### src/rtl/bloc_pipe.sv
// bloc_pipe: XOR-family bitwise operation on two operands, carried through
// STAGES elastic valid/ready register stages that absorb downstream backpressure.
module bloc_pipe #(
   parameter int WIDTH  = 8,
   parameter int STAGES = 3
) (
   input  logic             clk,
   input  logic             rst_n,
   input  logic             in_valid,
   output logic             in_ready,
   input  logic [WIDTH-1:0] in_a,
   input  logic [WIDTH-1:0] in_b,
   input  logic [1:0]       in_mode,
   output logic             out_valid,
   input  logic             out_ready,
   output logic [WIDTH-1:0] out_c,
   output logic             out_parity,
   output logic [15:0]      xfer_count
);

   function automatic logic even_parity(input logic [WIDTH-1:0] d);
      return ^d;
   endfunction

   // Result is packed as {parity, c}.
   function automatic logic [WIDTH:0] apply_op(input logic [WIDTH-1:0] a,
                                               input logic [WIDTH-1:0] b,
                                               input logic [1:0]       mode);
      logic [WIDTH-1:0] x;
      x = a ^ b;
      case (mode)
         2'b00:   apply_op = {1'b0, x};
         2'b01:   apply_op = {1'b0, ~x};
         2'b10:   apply_op = {even_parity(x), x};
         2'b11:   apply_op = {1'b0, a};
         default: apply_op = {(WIDTH+1){1'b0}};
      endcase
   endfunction

   logic [STAGES-1:0] v_r;
   logic [STAGES-1:0] p_r;
   logic [WIDTH-1:0]  c_r [STAGES];
   logic [15:0]       xfer_r;

   logic [STAGES-1:0] adv_s;
   logic [STAGES-1:0] load_s;
   logic [STAGES-1:0] pred_v_s;
   logic [STAGES-1:0] pred_p_s;
   logic [WIDTH-1:0]  pred_c_s [STAGES];
   logic [WIDTH:0]    entry_s;

   assign entry_s = apply_op(in_a, in_b, in_mode);

   // Advance chain: a stage may move on if the output is taken or any later stage is empty.
   always_comb begin
      logic hole_s;
      hole_s = 1'b0;
      adv_s  = {STAGES{1'b0}};
      for (int i = STAGES - 1; i >= 0; i--) begin
         adv_s[i] = out_ready | hole_s;
         hole_s   = hole_s | ~v_r[i];
      end
      load_s = ~v_r | adv_s;
   end

   // Predecessor of each stage: the computed entry word for stage 0, else the previous stage.
   always_comb begin
      pred_v_s = {STAGES{1'b0}};
      pred_p_s = {STAGES{1'b0}};
      for (int i = 0; i < STAGES; i++) begin
         pred_c_s[i] = {WIDTH{1'b0}};
      end
      pred_v_s[0] = in_valid;
      pred_c_s[0] = entry_s[WIDTH-1:0];
      pred_p_s[0] = entry_s[WIDTH];
      for (int i = 1; i < STAGES; i++) begin
         pred_v_s[i] = v_r[i-1];
         pred_c_s[i] = c_r[i-1];
         pred_p_s[i] = p_r[i-1];
      end
   end

   // Stage registers: load from the predecessor whenever the stage is empty or advancing.
   always_ff @(posedge clk or negedge rst_n) begin
      if (!rst_n) begin
         v_r <= {STAGES{1'b0}};
         p_r <= {STAGES{1'b0}};
         for (int i = 0; i < STAGES; i++) begin
            c_r[i] <= {WIDTH{1'b0}};
         end
      end else begin
         for (int i = 0; i < STAGES; i++) begin
            if (load_s[i]) begin
               v_r[i] <= pred_v_s[i];
               c_r[i] <= pred_c_s[i];
               p_r[i] <= pred_p_s[i];
            end else begin
               v_r[i] <= v_r[i];
               c_r[i] <= c_r[i];
               p_r[i] <= p_r[i];
            end
         end
      end
   end

   // Completed output handshakes, wrapping at 16 bits.
   always_ff @(posedge clk or negedge rst_n) begin
      if (!rst_n) begin
         xfer_r <= 16'd0;
      end else if (v_r[STAGES-1] && out_ready) begin
         xfer_r <= xfer_r + 16'd1;
      end else begin
         xfer_r <= xfer_r;
      end
   end

   assign in_ready   = load_s[0];
   assign out_valid  = v_r[STAGES-1];
   assign out_c      = c_r[STAGES-1];
   assign out_parity = p_r[STAGES-1];
   assign xfer_count = xfer_r;

endmodule
### config.mk
export PLATFORM = sky130hd
export DESIGN_NAME = bloc_pipe
export DESIGN_NICKNAME = d
export VERILOG_FILES = /design/src/rtl/bloc_pipe.sv
export SDC_FILE = /design/constraint.sdc
export NUM_CORES = 1
export LEC_CHECK = 0
export CELL_PAD_IN_SITES_DETAIL_PLACEMENT = 1
export CELL_PAD_IN_SITES_GLOBAL_PLACEMENT = 1
export CORE_ASPECT_RATIO = 1.25
export CORE_MARGIN = 2
export CORE_UTILIZATION = 39
export CTS_CLUSTER_DIAMETER = 80
export DETAILED_ROUTE_END_ITERATION = 6
export GPL_ROUTABILITY_DRIVEN = 0
export PLACE_DENSITY_LB_ADDON = 0.12
export SETUP_SLACK_MARGIN = 0.5
export SLEW_MARGIN = 20
export SYNTH_ARGS = -nofsm -noshare
export SYNTH_HDL_FRONTEND = slang
export SYNTH_SLANG_ARGS = --single-unit
### constraint.sdc
create_clock -name clk -period 1.64 [get_ports clk]
set_clock_uncertainty 0.1 [all_clocks]
set_input_delay 0.246 -clock clk [delete_from_list [all_inputs] [get_ports clk]]
set_output_delay 0.246 -clock clk [all_outputs]
set_load 0.05 [all_outputs]
Yosys cells after proc, flatten, opt, wreduce, memory -nomap -nowiden
Cells that the tools add are included. W data, S select, Z words.

Flip-flop bits (word level): 46. Input bits: 22. Output and inout bits: 27. Word-level logic and storage cells: 27.

$add $sub $neg: 1. Eq/ne operators: 3. Mux-type cells: 1. Bitwise gates (word level): 9. Reductions and logical operators: 3.

Operators by type and width (number): $pmux W9 S4 (1); $add A16 B1 Y16 const B (1); $not A8 Y8 (1); $reduce_xor A8 Y1 (1); $xor A8 B8 Y8 (1); $eq A2 B2 Y1 const B (2); $not A3 Y3 (1); $or A1 B1 Y1 (3); $or A3 B3 Y3 (1); $eq A2 B1 Y1 const B (1); $logic_not A2 Y1 (1); $not A1 Y1 (2); $logic_and A1 B1 Y1 (1).

Depth between registers and ports, before layout
Word-level depth: 4. Gate-level depth with buffers: 6. Depth with buffers taken out: 5.

Worst setup path after synthesis
Ideal clock, no wire load.

Kind: flip-flop to flip-flop. From: register xfer_r[0], in the netlist xfer_count[0]. To: register xfer_r[10], in the netlist xfer_count[10]. Setup time: 0.142 ns. Arrival: 1.598 ns. Data required time: 1.398 ns. Setup slack: -0.200 ns. Stages on the path, launching flop included: 6. Path buffers: 0. Clock period less this slack: 1.840 ns. Path through: dfrtp_1 > ha_1 > and3_1 > nor2b_1 > nand3_1 > xnor2_1.

Word-level cells in the longest chain between the ends: 1.

RTL lines: start: declaration (RTL line 43) `logic [15:0] xfer_r;`; start signal: assignment (RTL line 111) `xfer_r <= xfer_r + 16'd1;`; start signal: assignment (RTL line 113) `xfer_r <= xfer_r;`; $add A16 B1 Y16 (RTL line 111).

No other way between the ends. A chain may end at the register's enable or synchronous reset.

Worst setup path after layout
From: register v_r[2]. To: output port in_ready.

Word-level cells in the longest chain between the ends: 4.

RTL lines: start: declaration (RTL line 40) `logic [STAGES-1:0] v_r;`; start signal: assignment (RTL line 86) `v_r <= {STAGES{1'b0}};`; start signal: indexed assignment (RTL line 94) `v_r[i] <= pred_v_s[i];`; start signal: indexed assignment (RTL line 98) `v_r[i] <= v_r[i];`; $not A1 Y1 (RTL line 61) `hole_s = hole_s | ~v_r[i];`; $or A1 B1 Y1 (RTL line 61); $or A1 B1 Y1 (RTL line 60) `adv_s[i] = out_ready | hole_s;`; $or A3 B3 Y3 (RTL line 63) `load_s = ~v_r | adv_s;`; end: declaration (RTL line 10) `output logic in_ready,`.

No other way between the ends.

==> out/metrics.csv <==
metric,value,unit
status,finished with violations,
failing checks,setup timing,
Initial Util,0.398,
Max Cap Violations,0,
Setup Viol. Count Final,3,
clock tree buffer depth,2,
Initial DRC Count,63,
worst setup path start,v_r[2],
Net Switching,1.87,mW
Yosys reg bits,46,
CP Launch Type,register,
final hold violations,0,
Syn Std Cell Area,2140,sq um
number of vias per cell,5.06,
setup ws final,-0.0313,ns
R2R Path End,xfer_count[13],
Peak VDD IR,0.687,mV
post-synthesis sequential area ratio,0.539,
initial antenna violation count,0,
Worst setup EP type,output port,
Mapped Cells,173,
die height,86.8,um
gr usage total,0.203,
setup_tns,-0.0694,ns
Worst-path clk slew,0.09,ns
CTS sink count,46,
first drt pass iteration count,4,
WL per Instance,22.6,um
critical path class,reg2out,
first-pass GRT wire length,9470,um
CTS Buf Count,5,
number of global-route vias before repair,1846,
DIE AREA,6090,sq um
cell-internal power,3.08,mW
RR Startpoint,xfer_count[3],
r2r worst-path depth,6,
CTS tree,done,
RSZ-0062 raised after global routing,yes,
ratio of cells with drive above 1 in the final layout,0.661,
core area,5370,sq um
Nets,311,
area grow syn2layout,84.5,%
clock root buffer,clkbuf_8,
max-slew violation count,0,
chip width,70.2,um
Worst Max-Slew Pin Slew,0.305,ns
syn nets,196,
Netlist cell types,21,
# DRC,0,
Final min period,1.67,ns
power after layout,4.95,mW
"commonest cells after routing, fill and taps aside","50 x buf_4, 32 x dfrtp_1, 23 x buf_6, 18 x mux2_4",
final worst-path cycle share,1.02,
final wirelength,7980,um
syn avg cell area,12.4,sq um
Worst slew margin,0.795,
Detail Route Antenna Nets,0,
row count,30,
clock share of power,0.162,
switching share of power,0.377,
grt total ovfl,0,
largest net degree at the start of global routing,47,
Power Dens Cells,1250,nW/um^2
fmax,598,MHz
hpwl dp,3470,um
htree depth,2,
Syn. warnings,0,
CP Max Fanout,2,
flop2flop setup slack,-0.02,ns
HP Class,in2async,
"Req. time, crit path",1.29,ns
Final Util,0.735,
routed via count,1787,
IO Port Bufs,48,
Leakage,1.92,nW
"commonest non-fill, non-tap cell in the layout",buf_4,
boundary pin count,49,
Seq pwr share,0.337,
Antenna Cells,0,
critical path arrival,1.33,ns
Logic pwr share,0.502,
worst-skew pair later-pin latency,0.30,ns
final cells by class:
cell class                 count  area, sq um
clock inverter                 1         8.76
sequential                    46         1170
inverter                       3         15.0
multi-input combinational    112         1260
tap                           64         80.1
timing repair buffer         120         1310
fill                         465         1420
clock buffer                   7         96.3
through the flow:
stage / setup WS (ns) / hold slack (ns) / cells / instance area [sq um]
detailed placement: -0.203 / 0.148 / 301 / 2970
CTS: 0.0456 / 0.361 / 333 / 3490
floorplan: 0.0403 / -0.150 / 173 / 2180
finish: -0.0313 / 0.352 / 353 / 3940
global route: -0.0916 / 0.381 / 353 / 3940
global placement: -0.125 / 0.139 / 301 / 2970
power by group through the flow:
stage          clock (mW)  sequential [mW]  combinational (mW)
6_report            0.799             1.67                2.48
5_1_grt             0.877             1.69                2.58
4_1_cts             0.777             1.60                2.05
3_5_place_dp            0             1.64                1.65
3_3_place_gp            0             1.61                1.61
2_1_floorplan           0             1.87               0.772
worst max-delay path: stages, from the launching register on:
cell        delay, ns
dfrtp_2          0.39
nor2b_4          0.16
and3_4           0.21
clkinvlp_4       0.11
buf_8            0.16
cell families after synthesis:
logic type / Yosys count / synth area share
xor gates and xnor gates: 38 / 0.163
adders and majority gates: 1 / 0.00585
muxes: 27 / 0.138
and+or+nand+nor: 37 / 0.0861
DFF: 46 / 0.539
AOI/OAI and AO/OA: 9 / 0.0263
buffers and inverters: 15 / 0.0427
Yosys cell counts:
master | n | area, sq um
and3_1 | 4 | 25.0
and4_1 | 1 | 8.76
buf_2 | 4 | 20.0
buf_4 | 8 | 60.1
dfrtp_1 | 46 | 1150
ha_1 | 1 | 12.5
inv_1 | 3 | 11.3
mux2_2 | 19 | 214
mux2i_1 | 8 | 80.1
nand2_1 | 15 | 56.3
nand2b_1 | 2 | 12.5
nand3_1 | 6 | 30.0
nand4_1 | 3 | 18.8
nor2_1 | 2 | 7.51
nor2b_1 | 3 | 18.8
o21ai_0 | 8 | 40.0
o41ai_2 | 1 | 16.3
or2_2 | 1 | 6.26
xnor2_1 | 31 | 272
xnor2_2 | 2 | 32.5
xor2_1 | 5 | 43.8
per-layer routing:
layer,GRT usage,routed length [um]
met4,0.0490,134
met5,0,0
met1,0.208,3020
met3,0.0302,255
met2,0.423,4570
worst max path at each step:
| stage | end | slack [ns] | cells past startpoint |
|---|---|---|---|
| 6_report | in_ready | -0.03 | 4 |
| 5_1_grt | in_ready | -0.09 | 4 |
| 4_1_cts | in_ready | 0.05 | 4 |
| 3_5_place_dp | p_r[0] | -0.20 | 6 |
| 3_3_place_gp | xfer_count[10] | -0.13 | 5 |
| 2_1_floorplan | in_ready | 0.04 | 4 |
sequential cells by signal (all words and copies together) (netlist names):
register / count
c_r: 16
out_c: 8
xfer_count: 16
v_r: 3
p_r: 3
timing repair:
action,in CTS,in global routing
gates cloned,1,2
gates resized for setup,72,66
pin swaps,25,15
setup endpoints to repair,71,72
hold buffers,1,0
buffers inserted,22,18
hold endpoints to repair,46,0
No activity file was read; power rests on OpenSTA's default activity.
